## src/rtl/dm_port_arbiter.sv

```systemverilog
`default_nettype none
// ============================================================================
// Module   : dm_port_arbiter
// Brief    : Shares the single data-memory port between the CPU M-stage and a
//            secondary master (DMA/debug loader). One outstanding access,
//            read latency timed by a down-counter, read data routed back to
//            the owner, pipeline stalled while the CPU waits.
// Config   : DM_ARB_RR_EN -- when defined, contention in IDLE is resolved
//            round-robin (master not granted last wins); otherwise fixed
//            CPU priority.
// Revision : 1.0 - initial release
// ============================================================================
module dm_port_arbiter #(
  parameter int RD_LAT = 1
) (
  input  logic        clk,
  input  logic        reset_n,
  input  logic        cpu_req,
  input  logic        cpu_we,
  input  logic [31:0] cpu_addr,
  input  logic [31:0] cpu_wdata,
  input  logic [3:0]  cpu_byteen,
  output logic        cpu_stall,
  output logic        cpu_rvalid,
  output logic [31:0] cpu_rdata,
  input  logic        dma_req,
  input  logic        dma_we,
  input  logic [31:0] dma_addr,
  input  logic [31:0] dma_wdata,
  input  logic [3:0]  dma_byteen,
  output logic        dma_gnt,
  output logic        dma_rvalid,
  output logic [31:0] dma_rdata,
  output logic        mem_en,
  output logic        mem_we,
  output logic [31:0] mem_addr,
  output logic [31:0] mem_wdata,
  output logic [3:0]  mem_byteen,
  input  logic [31:0] mem_rdata
);

  typedef enum logic [0:0] {
    S_IDLE    = 1'b0,
    S_RD_WAIT = 1'b1
  } state_t;

  // Counter load on read issue: completion happens when it reaches zero,
  // RD_LAT cycles after the issue cycle.
  localparam logic [2:0] C_CNT_INIT  = 3'(RD_LAT - 1);
  localparam logic       C_OWNER_CPU = 1'b0;
  localparam logic       C_OWNER_DMA = 1'b1;

  state_t      r_state, w_state_nxt;
  logic [2:0]  r_cnt, w_cnt_nxt;
  logic        r_owner, w_owner_nxt;
  logic [31:0] r_addr, w_addr_nxt;

  logic        w_grant_cpu;
  logic        w_grant_dma;
  logic        w_sel_we;
  logic [31:0] w_sel_addr;
  logic [31:0] w_sel_wdata;
  logic [3:0]  w_sel_byteen;
  logic        w_rd_done;

`ifdef DM_ARB_RR_EN
  logic        r_last_grant, w_last_grant_nxt;

  // Round-robin winner: on contention the master not served last time wins;
  // a sole requester always wins.
  assign w_grant_dma = dma_req & (~cpu_req | (r_last_grant == C_OWNER_CPU));
  assign w_grant_cpu = cpu_req & ~w_grant_dma;
`else
  // Fixed priority: CPU always wins on contention.
  assign w_grant_cpu = cpu_req;
  assign w_grant_dma = dma_req & ~cpu_req;
`endif

  // Winner field mux (only meaningful when one of the grants is set).
  assign w_sel_we     = w_grant_cpu ? cpu_we     : dma_we;
  assign w_sel_addr   = w_grant_cpu ? cpu_addr   : dma_addr;
  assign w_sel_wdata  = w_grant_cpu ? cpu_wdata  : dma_wdata;
  assign w_sel_byteen = w_grant_cpu ? cpu_byteen : dma_byteen;

  assign w_rd_done    = (r_state == S_RD_WAIT) && (r_cnt == 3'd0);

  // State, latency counter, owner and latched address registers.
  always_ff @(posedge clk or negedge reset_n) begin
    if (!reset_n) begin
      r_state <= S_IDLE;
      r_cnt   <= 3'd0;
      r_owner <= C_OWNER_CPU;
      r_addr  <= 32'd0;
    end else begin
      r_state <= w_state_nxt;
      r_cnt   <= w_cnt_nxt;
      r_owner <= w_owner_nxt;
      r_addr  <= w_addr_nxt;
    end
  end

`ifdef DM_ARB_RR_EN
  // Remembers which master was issued last; reset points at the CPU.
  always_ff @(posedge clk or negedge reset_n) begin
    if (!reset_n) begin
      r_last_grant <= C_OWNER_CPU;
    end else begin
      r_last_grant <= w_last_grant_nxt;
    end
  end
`endif

  // Next-state and all outputs; outputs are forced to zero while reset is
  // asserted so a pending request cannot reach the memory during reset.
  always_comb begin
    w_state_nxt = r_state;
    w_cnt_nxt   = r_cnt;
    w_owner_nxt = r_owner;
    w_addr_nxt  = r_addr;
`ifdef DM_ARB_RR_EN
    w_last_grant_nxt = r_last_grant;
`endif
    cpu_stall   = 1'b0;
    cpu_rvalid  = 1'b0;
    cpu_rdata   = 32'd0;
    dma_gnt     = 1'b0;
    dma_rvalid  = 1'b0;
    dma_rdata   = 32'd0;
    mem_en      = 1'b0;
    mem_we      = 1'b0;
    mem_addr    = 32'd0;
    mem_wdata   = 32'd0;
    mem_byteen  = 4'd0;

    if (reset_n) begin
      case (r_state)
        S_IDLE: begin
          if (w_grant_cpu || w_grant_dma) begin
            mem_en     = 1'b1;
            mem_we     = w_sel_we;
            mem_addr   = w_sel_addr;
            mem_wdata  = w_sel_wdata;
            mem_byteen = w_sel_we ? w_sel_byteen : 4'd0;
            dma_gnt    = w_grant_dma;
`ifdef DM_ARB_RR_EN
            w_last_grant_nxt = w_grant_dma ? C_OWNER_DMA : C_OWNER_CPU;
`endif
            if (!w_sel_we) begin
              w_state_nxt = S_RD_WAIT;
              w_cnt_nxt   = C_CNT_INIT;
              w_owner_nxt = w_grant_dma ? C_OWNER_DMA : C_OWNER_CPU;
              w_addr_nxt  = w_sel_addr;
            end
          end
          // A CPU write finishes in its issue cycle; anything else stalls.
          cpu_stall = cpu_req & ~(w_grant_cpu & cpu_we);
        end

        S_RD_WAIT: begin
          mem_addr = r_addr;
          if (w_rd_done) begin
            if (r_owner == C_OWNER_DMA) begin
              dma_rvalid = 1'b1;
              dma_rdata  = mem_rdata;
            end else begin
              cpu_rvalid = 1'b1;
              cpu_rdata  = mem_rdata;
            end
            w_state_nxt = S_IDLE;
          end else begin
            w_cnt_nxt = r_cnt - 3'd1;
          end
          cpu_stall = cpu_req & ~(w_rd_done & (r_owner == C_OWNER_CPU));
        end

        default: begin
          w_state_nxt = S_IDLE;
        end
      endcase
    end
  end

endmodule
`default_nettype wire

```

## config.mk

```make
export PLATFORM = sky130hd
export DESIGN_NAME = dm_port_arbiter
export DESIGN_NICKNAME = d
export VERILOG_FILES = /design/src/rtl/dm_port_arbiter.sv
export SDC_FILE = /design/constraint.sdc
export NUM_CORES = 1
export LEC_CHECK = 0
export CORE_AREA = 2 2 122 124
export CTS_CLUSTER_DIAMETER = 200
export DETAILED_ROUTE_END_ITERATION = 7
export DIE_AREA = 0 0 124 126
export GPL_TIMING_DRIVEN = 1
export HOLD_SLACK_MARGIN = 0.06
export PLACE_DENSITY = 0.72
export SLEW_MARGIN = 0
export SYNTH_ARGS = -nofsm -noshare
export SYNTH_HDL_FRONTEND = slang
export SYNTH_SLANG_ARGS = --single-unit
export TNS_END_PERCENT = 100
```

## constraint.sdc

```tcl
create_clock -name clk -period 1.8 [get_ports clk]
set_input_delay 0.18 -clock clk [delete_from_list [all_inputs] [get_ports clk]]
set_output_delay 0.18 -clock clk [all_outputs]
set_load 0.01 [all_outputs]
```

# Yosys cells after proc, flatten, opt, wreduce, memory -nomap -nowiden

Index checks and enable logic that the tools add are counted.

Bits in registers: 37
Latch bits: 0
Bits in writable memories: 0
Bits in read-only memories: 0
Input port bits: 174
Output and inout bits: 138
Logic and storage cells: 74
Memories: 0

Add/sub/neg operators: 1
Multiply operators: 0
Divide/modulo/power cells: 0
Magnitude comparators: 0
Equality and inequality tests: 3
Shifts and indexed selects: 0
Multiplexer cells: 50
Bitwise logic cells: 11
Reductions and logical operators: 5

Operator list:

| operator                                          | number |
|---|---|
| two-way mux 32 bit                                | 15 |
| one-hot mux 32 bit (2 select lines)               | 1 |
| two-way mux 1 bit                                 | 23 |
| two-way mux 4 bit                                 | 5 |
| two-way mux 3 bit                                 | 3 |
| AND reduction 4 bit                               | 2 |
| inequality test 2 bit (second input constant)     | 3 |
| inverter 1 bit                                    | 6 |
| one-hot mux 3 bit (2 select lines)                | 1 |
| AND 1 bit                                         | 5 |
| one-hot mux 1 bit (2 select lines)                | 2 |
| zero test 3 bit                                   | 1 |
| subtractor 3 x 1 -> 3 bit (second input constant) | 1 |
| logical AND 1 bit                                 | 1 |
| logical OR 1 bit                                  | 1 |

# Logic depth before layout (Yosys ltp)

Gate-level depths: netlist of run 1.

Depth after elaboration: 7
Mapped depth: 8
Depth with buffers taken out: 6

# Least setup slack after synthesis of run 1

OpenSTA, ideal clock, no wires.

Path type: reg-to-output
Start: reg r_cnt[0]
End: out cpu_rdata[22]
Arrival time: 1.739 ns
Data required time: 1.620 ns
Slack: -0.119 ns
Stages on the path, launching flop included: 9
Path buffers: 2
Cell sequence: dfrtp_1 -> inv_1 -> ha_1 -> ha_1 -> clkbuf_1 -> nand2_1 -> nor3_1 -> buf_2 -> and2_1

Word-level cells in the longest chain between the ends: 5

RTL lines:

| item                   | line | RTL |
|---|---|---|
| from (decl)            | 54   | `logic [2:0] r_cnt, w_cnt_nxt;` |
| from (signal assigned) | 96   | `r_cnt <= w_cnt_nxt;` |
| zero test 3 bit        | 85   | `assign w_rd_done = (r_state == S_RD_WAIT) && (r_cnt == 3'd0);` |
| logical AND 1 bit      | 85   |  |
| two-way mux 32 bit     | 161  | `if (w_rd_done) begin` |
| two-way mux 32 bit     | 136  | `case (r_state)` |
| two-way mux 32 bit     | 135  | `if (reset_n) begin` |
| to (decl)              | 25   | `output logic [31:0] cpu_rdata,` |

Every way passes these cells.

# Final worst setup path of run 1

Start: reg r_cnt[1]
End: out dma_rdata[10]

Word-level cells in the longest chain between the ends: 5

RTL lines:

| item               | line | RTL |
|---|---|---|
| zero test 3 bit    | 85   |  |
| logical AND 1 bit  | 85   |  |
| two-way mux 32 bit | 161  |  |
| two-way mux 32 bit | 136  |  |
| two-way mux 32 bit | 135  |  |
| to (decl)          | 33   | `output logic [31:0] dma_rdata,` |

Every way passes these cells.

==> results of run 1 <==
synthesized netlist by cell type:
cell	instances	area, µm²
nor2_1	11	41.3
buf_6	1	11.3
and3_1	1	6.26
nand2b_1	2	12.5
and2_1	65	407
a211oi_1	1	7.51
a21o_1	2	15.0
inv_1	39	146
a21oi_1	4	20.0
ha_1	2	25.0
a21oi_4	1	16.3
nor3b_1	4	30.0
o22ai_1	3	18.8
dfrtp_1	37	926
nand3b_1	1	7.51
a22oi_1	6	45.0
buf_4	1	7.51
a22o_1	26	228
o21ai_1	1	5.00
a31oi_1	2	12.5
mux2i_1	68	681
nor3b_4	1	18.8
nand2_1	35	131
or3b_4	1	11.3
nor2b_1	2	12.5
clkbuf_1	14	52.6
buf_2	9	45.0
nor3_1	1	5.00
o21ai_0	33	165
buf_12	3	60.1
inv_2	1	3.75
cell families after synthesis:
group           count (synthesis)  share of synthesized area, %
mux                            68                          21.4
flops                          37                          29.2
simple gates                  124                          21.5
compound gates                 79                          16.8
buf+inv                        68                          10.3
fa+ha+maj                       2                         0.788
sequential cells by signal, summed over array words and instances, names as in the netlist:
name,flops
r_addr,32
r_cnt,3
r_owner,1
r_state,1
routing by layer:
metal | vias up | global-route usage [%]
met5 | - | 0
met4 | 0 | 4.23
met3 | 16 | 3.58
met2 | 213 | 33.2
met1 | 1921 | 20.8
li1 | 1974 | -
report_power, final:
group          internal (mW)  switching, mW
logic                   1.70           1.53
clock network          0.508          0.352
registers               1.24          0.244
total                   3.46           2.13
cell type report:
cell class	instances	area (µm²)
fillers	1394	7400
clock buffers	5	125
flip-flops and latches	37	927
clock inverters	3	17.5
inverters	40	150
multi-input cells	273	2110
well taps	184	230
repair buffers	369	3350
cell usage in the layout, fill, tap and decap left out, types with 8 or more instances in the layout:
cell,netlist,routed
inv_1,39,37
nor2_1,11,10
nand2_1,35,34
buf_2,9,66
dfrtp_1,37,36
and2_4,0,34
buf_12,3,8
buf_4,1,32
mux2i_1,68,68
o21ai_1,1,25
clkdlybuf4s50_1,0,170
clkbuf_2,0,29
dlygate4sd2_1,0,9
and2_1,65,31
buf_6,1,49
a22o_1,26,26
worst min-delay path, stage by stage:
cell and delay, ns:
buf_2 0.22, buf_4 0.17, buf_4 0.13
path summary, 6_finish.rpt:
kind | endpoint | depth (start not counted)
min in group clk | r_owner | 3
setup / recovery | dma_rdata[10] | 9
hold reg to reg | r_addr[4] | 2
max in group asynchronous | r_owner | 3
hold / removal | r_state | 3
setup reg to reg | r_cnt[0] | 8
what timing repair did:
| action | 4_1_cts | 5_1_grt |
|---|---|---|
| gates cloned | 6 | 3 |
| setup buffers | 16 | 7 |
| endpoints found under the setup margin | 138 | 130 |
| resized for setup | 507 | 161 |
| hold endpoints to repair | 3 | 0 |
| hold buffers | 1 | 0 |
| pin swaps | 22 | 23 |
stage by stage:
stage | instance area (µm²) | instances | setup WS, ns
5_1_grt | 6920 | 911 | -0.289
3_3_place_gp | 6670 | 875 | -0.318
6_report | 6920 | 911 | -0.249
3_5_place_dp | 6670 | 875 | -0.402
2_1_floorplan | 3180 | 378 | 0.0734
4_1_cts | 6900 | 906 | -0.239
==> impl_metrics.py, run 1 <==
metrics = {
    "sta": {
        "tightestPinTransition_ns": 0.413,
        "rsz0062_at_grt": "true",
        "period_needed_ns": 2.05,
        "drv_slew": 0,
        "final-setup-viol-count": 91,
        "skew_ns": 0.00182,
        "final-hold-violation-count": 0,
        "setup_tns_ns": -11.12,
        "fin_crit_sh_pct": 114,
        "setup_slack_ns": -0.249,
        "slew_headroom_pct": 72.5,
        "whs_ns": 0.105,
        "fmax_mhz": 488,
    },
    "worst_setup_path": {
        "critPathLaunchType": "register",
        "path_cells": "inv_2 > ha_4 > ha_4 > and3_4 > buf_12 > buf_12 > buf_16 > and2_4 > buf_6",
        "cp_slowest_cell": "dfrtp_1",
        "cp_data_required_time_ns": 1.62,
        "cp_top_family": "buffers and inverters",
        "rr_startpoint": "r_cnt[1]",
        "critPathKind": "register to output pin",
        "max_stage_delay_ns": 0.37,
        "worst-path-buf-inv": 5,
        "worstSetupStartpoint": "r_cnt[1]",
        "crit_path_max_fanout": 8,
        "endpoint_kind": "output pin",
        "r2r_slack_ns": 0.22,
        "critPathArrivalTime_ns": 1.87,
    },
    "routing": {
        "wl_met2_um": 7800,
        "met3WireLength_um": 1260,
        "initialDrtViolationCount": 149,
        "drtPass1Iterations": 4,
        "wirelength_um": 15000,
        "routed.top_layer": "met4",
        "routed_via_density": 4.53,
        "vias": 4124,
        "antenna_left": 0,
        "avgRoutedWirePerCell_um": 16.5,
        "drc": 0,
        "wl_met1_um": 5770,
    },
    "clocking": {
        "cts_root_buf": "clkbuf_16",
        "cts_tree": "done",
        "cts_buffers": 5,
        "h-tree-depth": 2,
        "cts.sinks": 37,
        "clkTransAtPathRegs_ns": 0.06,
        "clock_latency_ns": 0.28,
        "cts_max_path_buffers": 2,
    },
    "pwr": {
        "irDropWorstVdd_mv": 0.419,
        "total_power_mw": 5.58,
        "leakagePower_nw": 3.37,
        "p_per_area_nw_per_um2": 807,
    },
    "layout": {
        "syn_to_final_growth_pct": 118,
        "finalCoreUtilization_pct": 48.3,
        "diodes": 0,
        "fin_nets": 902,
        "drive_above_1_share_pct": 35.1,
    },
    "die": {
        "die_y_um": 126,
        "start_util_pct": 22.2,
        "dieWidth_um": 124,
        "rows": 44,
        "die_area_um2": 15600,
        "io_pins": 312,
        "coreArea_um2": 14300,
    },
    "placed_design": {
        "io_buffer_count": 311,
        "post-dp-hpwl_um": 11000,
        "gp_congestion": 1.03,
    },
    "status": {
        "violations": "setup timing",
        "status": "finished with violations",
    },
    "logic_synthesis": {
        "syn_inst": 378,
        "synth_cell_types": 31,
        "syn_area_per_cell_um2": 8.40,
        "synth_warnings": 0,
        "ys_seq_elements": 37,
        "syn_area_um2": 3170,
        "postSynthNetCount": 554,
        "synth.yosys.seq_area_share_pct": 29.2,
    },
    "global_route": {
        "grt_pass1_vias": 4291,
        "grt_max_degree": 34,
        "grt_first_pass_wirelength_um": 22100,
        "grt_overflow_total": 0,
        "grtUsageTotal_pct": 17.9,
        "antenna_found_initial": 0,
    },
    "worst_hold_path": {
        "hold_path_class": "input port to asynchronous set/reset pin",
    },
    "run": {
        "max_cap_violations": 0,
    },
}
Power figures use the tool's default switching activity.
==> run 2: changes to the inputs <==
--- a/config.mk
+++ b/config.mk
@@ -5,6 +5,7 @@
 export SDC_FILE = /design/constraint.sdc
 export NUM_CORES = 1
 export LEC_CHECK = 0
+export ABC_CLOCK_PERIOD_IN_PS = 1800
 export CORE_AREA = 2 2 122 124
 export CTS_CLUSTER_DIAMETER = 200
 export DETAILED_ROUTE_END_ITERATION = 7
==> results of run 2 <==
Final layout, timing and power as in run 1 (identical DEF).
==> run 3: changes to the inputs <==
--- a/config.mk
+++ b/config.mk
@@ -13,6 +13,7 @@
 export GPL_TIMING_DRIVEN = 1
 export HOLD_SLACK_MARGIN = 0.06
 export PLACE_DENSITY = 0.72
+export SETUP_SLACK_MARGIN = 0.15
 export SLEW_MARGIN = 0
 export SYNTH_ARGS = -nofsm -noshare
 export SYNTH_HDL_FRONTEND = slang
==> constraint.sdc (replaced) <==
create_clock -name clk -period 1.8 [get_ports clk]
set_input_delay 0.18 -clock clk [delete_from_list [all_inputs] [get_ports clk]]
set_output_delay 0.18 -clock clk [all_outputs]
set_load 0.1 [all_outputs]
==> impl_metrics.py, run 3 (synthesis results as in run 1) <==
metrics = {
    "status": {
        "status": "finished with violations",
        "violations": "setup timing",
    },
    "placed_design": {
        "post-dp-hpwl_um": 13000,
        "io_buffer_count": 311,
        "placed_area_um2": 8880,
        "gp_congestion": 0.853,
        "dp.cells": 867,
        "preCtsSetupSlack_ns": -0.0999,
    },
    "sta": {
        "whs_ns": 0.120,
        "final-hold-violation-count": 0,
        "skew_ns": 0.00443,
        "period_needed_ns": 2.12,
        "tightestPinTransition_ns": 0.498,
        "final-setup-viol-count": 126,
        "slew_headroom_pct": 66.8,
        "fin_crit_sh_pct": 118,
        "setup_tns_ns": -24.93,
        "drv_slew": 0,
        "fmax_mhz": 471,
        "rsz0062_at_grt": "true",
        "setup_slack_ns": -0.323,
    },
    "pwr": {
        "p_sw_mw": 5.89,
        "internal_power_mw": 5.47,
        "p_per_area_nw_per_um2": 1180,
        "swShare_pct": 51.9,
        "power_frac_seq_pct": 13.0,
        "total_power_mw": 11.4,
        "leakagePower_nw": 4.06,
        "irDropWorstVdd_mv": 1.15,
        "pwr-share-comb_pct": 77.9,
        "clockPowerShare_pct": 9.1,
    },
    "routing": {
        "antenna_left": 0,
        "initialDrtViolationCount": 96,
        "drtPass1Iterations": 4,
        "vias": 4129,
        "avgRoutedWirePerCell_um": 18.9,
        "routed_via_density": 4.57,
        "drc": 0,
        "wirelength_um": 17000,
    },
    "clocking": {
        "cts_tree": "done",
        "clock_latency_ns": 0.28,
        "cts.sinks": 37,
        "cts_root_buf": "clkbuf_16",
        "cts_buffers": 5,
        "clkTransAtPathRegs_ns": 0.06,
        "cts_max_path_buffers": 2,
        "h-tree-depth": 2,
    },
    "die": {
        "die_y_um": 126,
        "die_area_um2": 15600,
        "start_util_pct": 22.2,
        "dieWidth_um": 124,
        "io_pins": 312,
        "rows": 44,
        "coreArea_um2": 14300,
    },
    "layout": {
        "largestRegisters": "r_addr x32, r_cnt x3",
        "diodes": 0,
        "final_cell_mix": "clkdlybuf4s50_1 (170), buf_12 (149), mux2i_1 (68)",
        "syn_to_final_growth_pct": 202,
        "fin_nets": 894,
        "stdcell_area_um2": 9600,
        "finalNonFillerCells": 903,
        "final_common_cell": "clkdlybuf4s50_1",
        "drive_above_1_share_pct": 48.5,
        "largest_reg_flops": 32,
        "finalCoreUtilization_pct": 67.0,
        "top_register": "r_addr",
    },
    "global_route": {
        "antenna_found_initial": 0,
        "grt_overflow_total": 0,
        "grt_max_degree": 41,
        "grtUsageTotal_pct": 21.2,
        "grt_first_pass_wirelength_um": 25600,
        "grt_pass1_vias": 4541,
    },
    "worst_setup_path": {
        "critPathLaunchType": "register",
        "worst_path_most_repeated_cell": "ha_4",
        "r2r_slack_ns": 0.21,
        "r2r_cells": 8,
        "cp_slowest_cell": "dfrtp_1",
        "cp_data_required_time_ns": 1.62,
        "max_stage_delay_ns": 0.39,
        "crit_path_max_fanout": 8,
        "rr_startpoint": "r_cnt[1]",
        "critPathArrivalTime_ns": 1.94,
        "endpoint_kind": "output pin",
        "critPathKind": "register to output pin",
        "path_cells": "inv_2 > ha_4 > ha_4 > buf_4 > and3_4 > clkbuf_16 > and2_4 > buf_12",
        "r2r_end": "r_cnt[2]",
        "worst-path-buf-inv": 4,
        "cp_top_family": "buffers and inverters",
    },
    "worst_hold_path": {
        "hold_path_class": "input port to asynchronous set/reset pin",
    },
    "run": {
        "max_cap_violations": 0,
    },
}
==> run 3: how the worst max path moves through the flow <==
stage,start,depth (start not counted),slack [ns],to
3_3_place_gp,dma_req,5,-0.07,r_addr[18]
2_1_floorplan,r_cnt[0],6,-0.25,cpu_stall
6_report,r_cnt[1],8,-0.32,dma_rdata[29]
5_1_grt,r_cnt[1],10,-0.37,cpu_rdata[11]
3_5_place_dp,dma_req,5,-0.1,r_addr[15]
4_1_cts,r_cnt[1],10,-0.26,cpu_rdata[11]
==> run 3: power groups by stage <==
stage               Clock (mW)  Sequential, mW  Combinational, mW
floorplan                    0            1.42               5.44
finish                    1.03            1.48               8.85
CTS                       1.05            1.47               8.83
global route              1.07            1.53               9.18
global placement             0            1.45               8.20
detailed placement           0            1.48               8.33
==> run 3: timing repair <==
action                                  4_1_cts  5_1_grt
endpoints found under the setup margin      138      139
pin swaps                                    11        3
setup buffers                                15        1
cloned                                        9        2
hold endpoints to repair                      1        0
hold buffers                                  1        0
gates resized for setup                      29        4
==> run 3: final cells by class <==
| class | count | area [µm²] |
|---|---|---|
| timing repair buffer | 361 | 5250 |
| fill | 1019 | 4720 |
| multi-input combinational | 273 | 2860 |
| sequential | 37 | 926 |
| tap | 184 | 230 |
| inverter | 40 | 154 |
| clock buffer | 7 | 143 |
| clock inverter | 1 | 30.0 |
==> run 3: layer usage <==
layer	global-route usage, %	up-vias	share of wire [%]
li1	-	1957	-
met1	23.8	1952	36
met2	39.7	188	53
met3	5.03	32	7.7
met4	5.22	0	2.7
met5	0	-	0
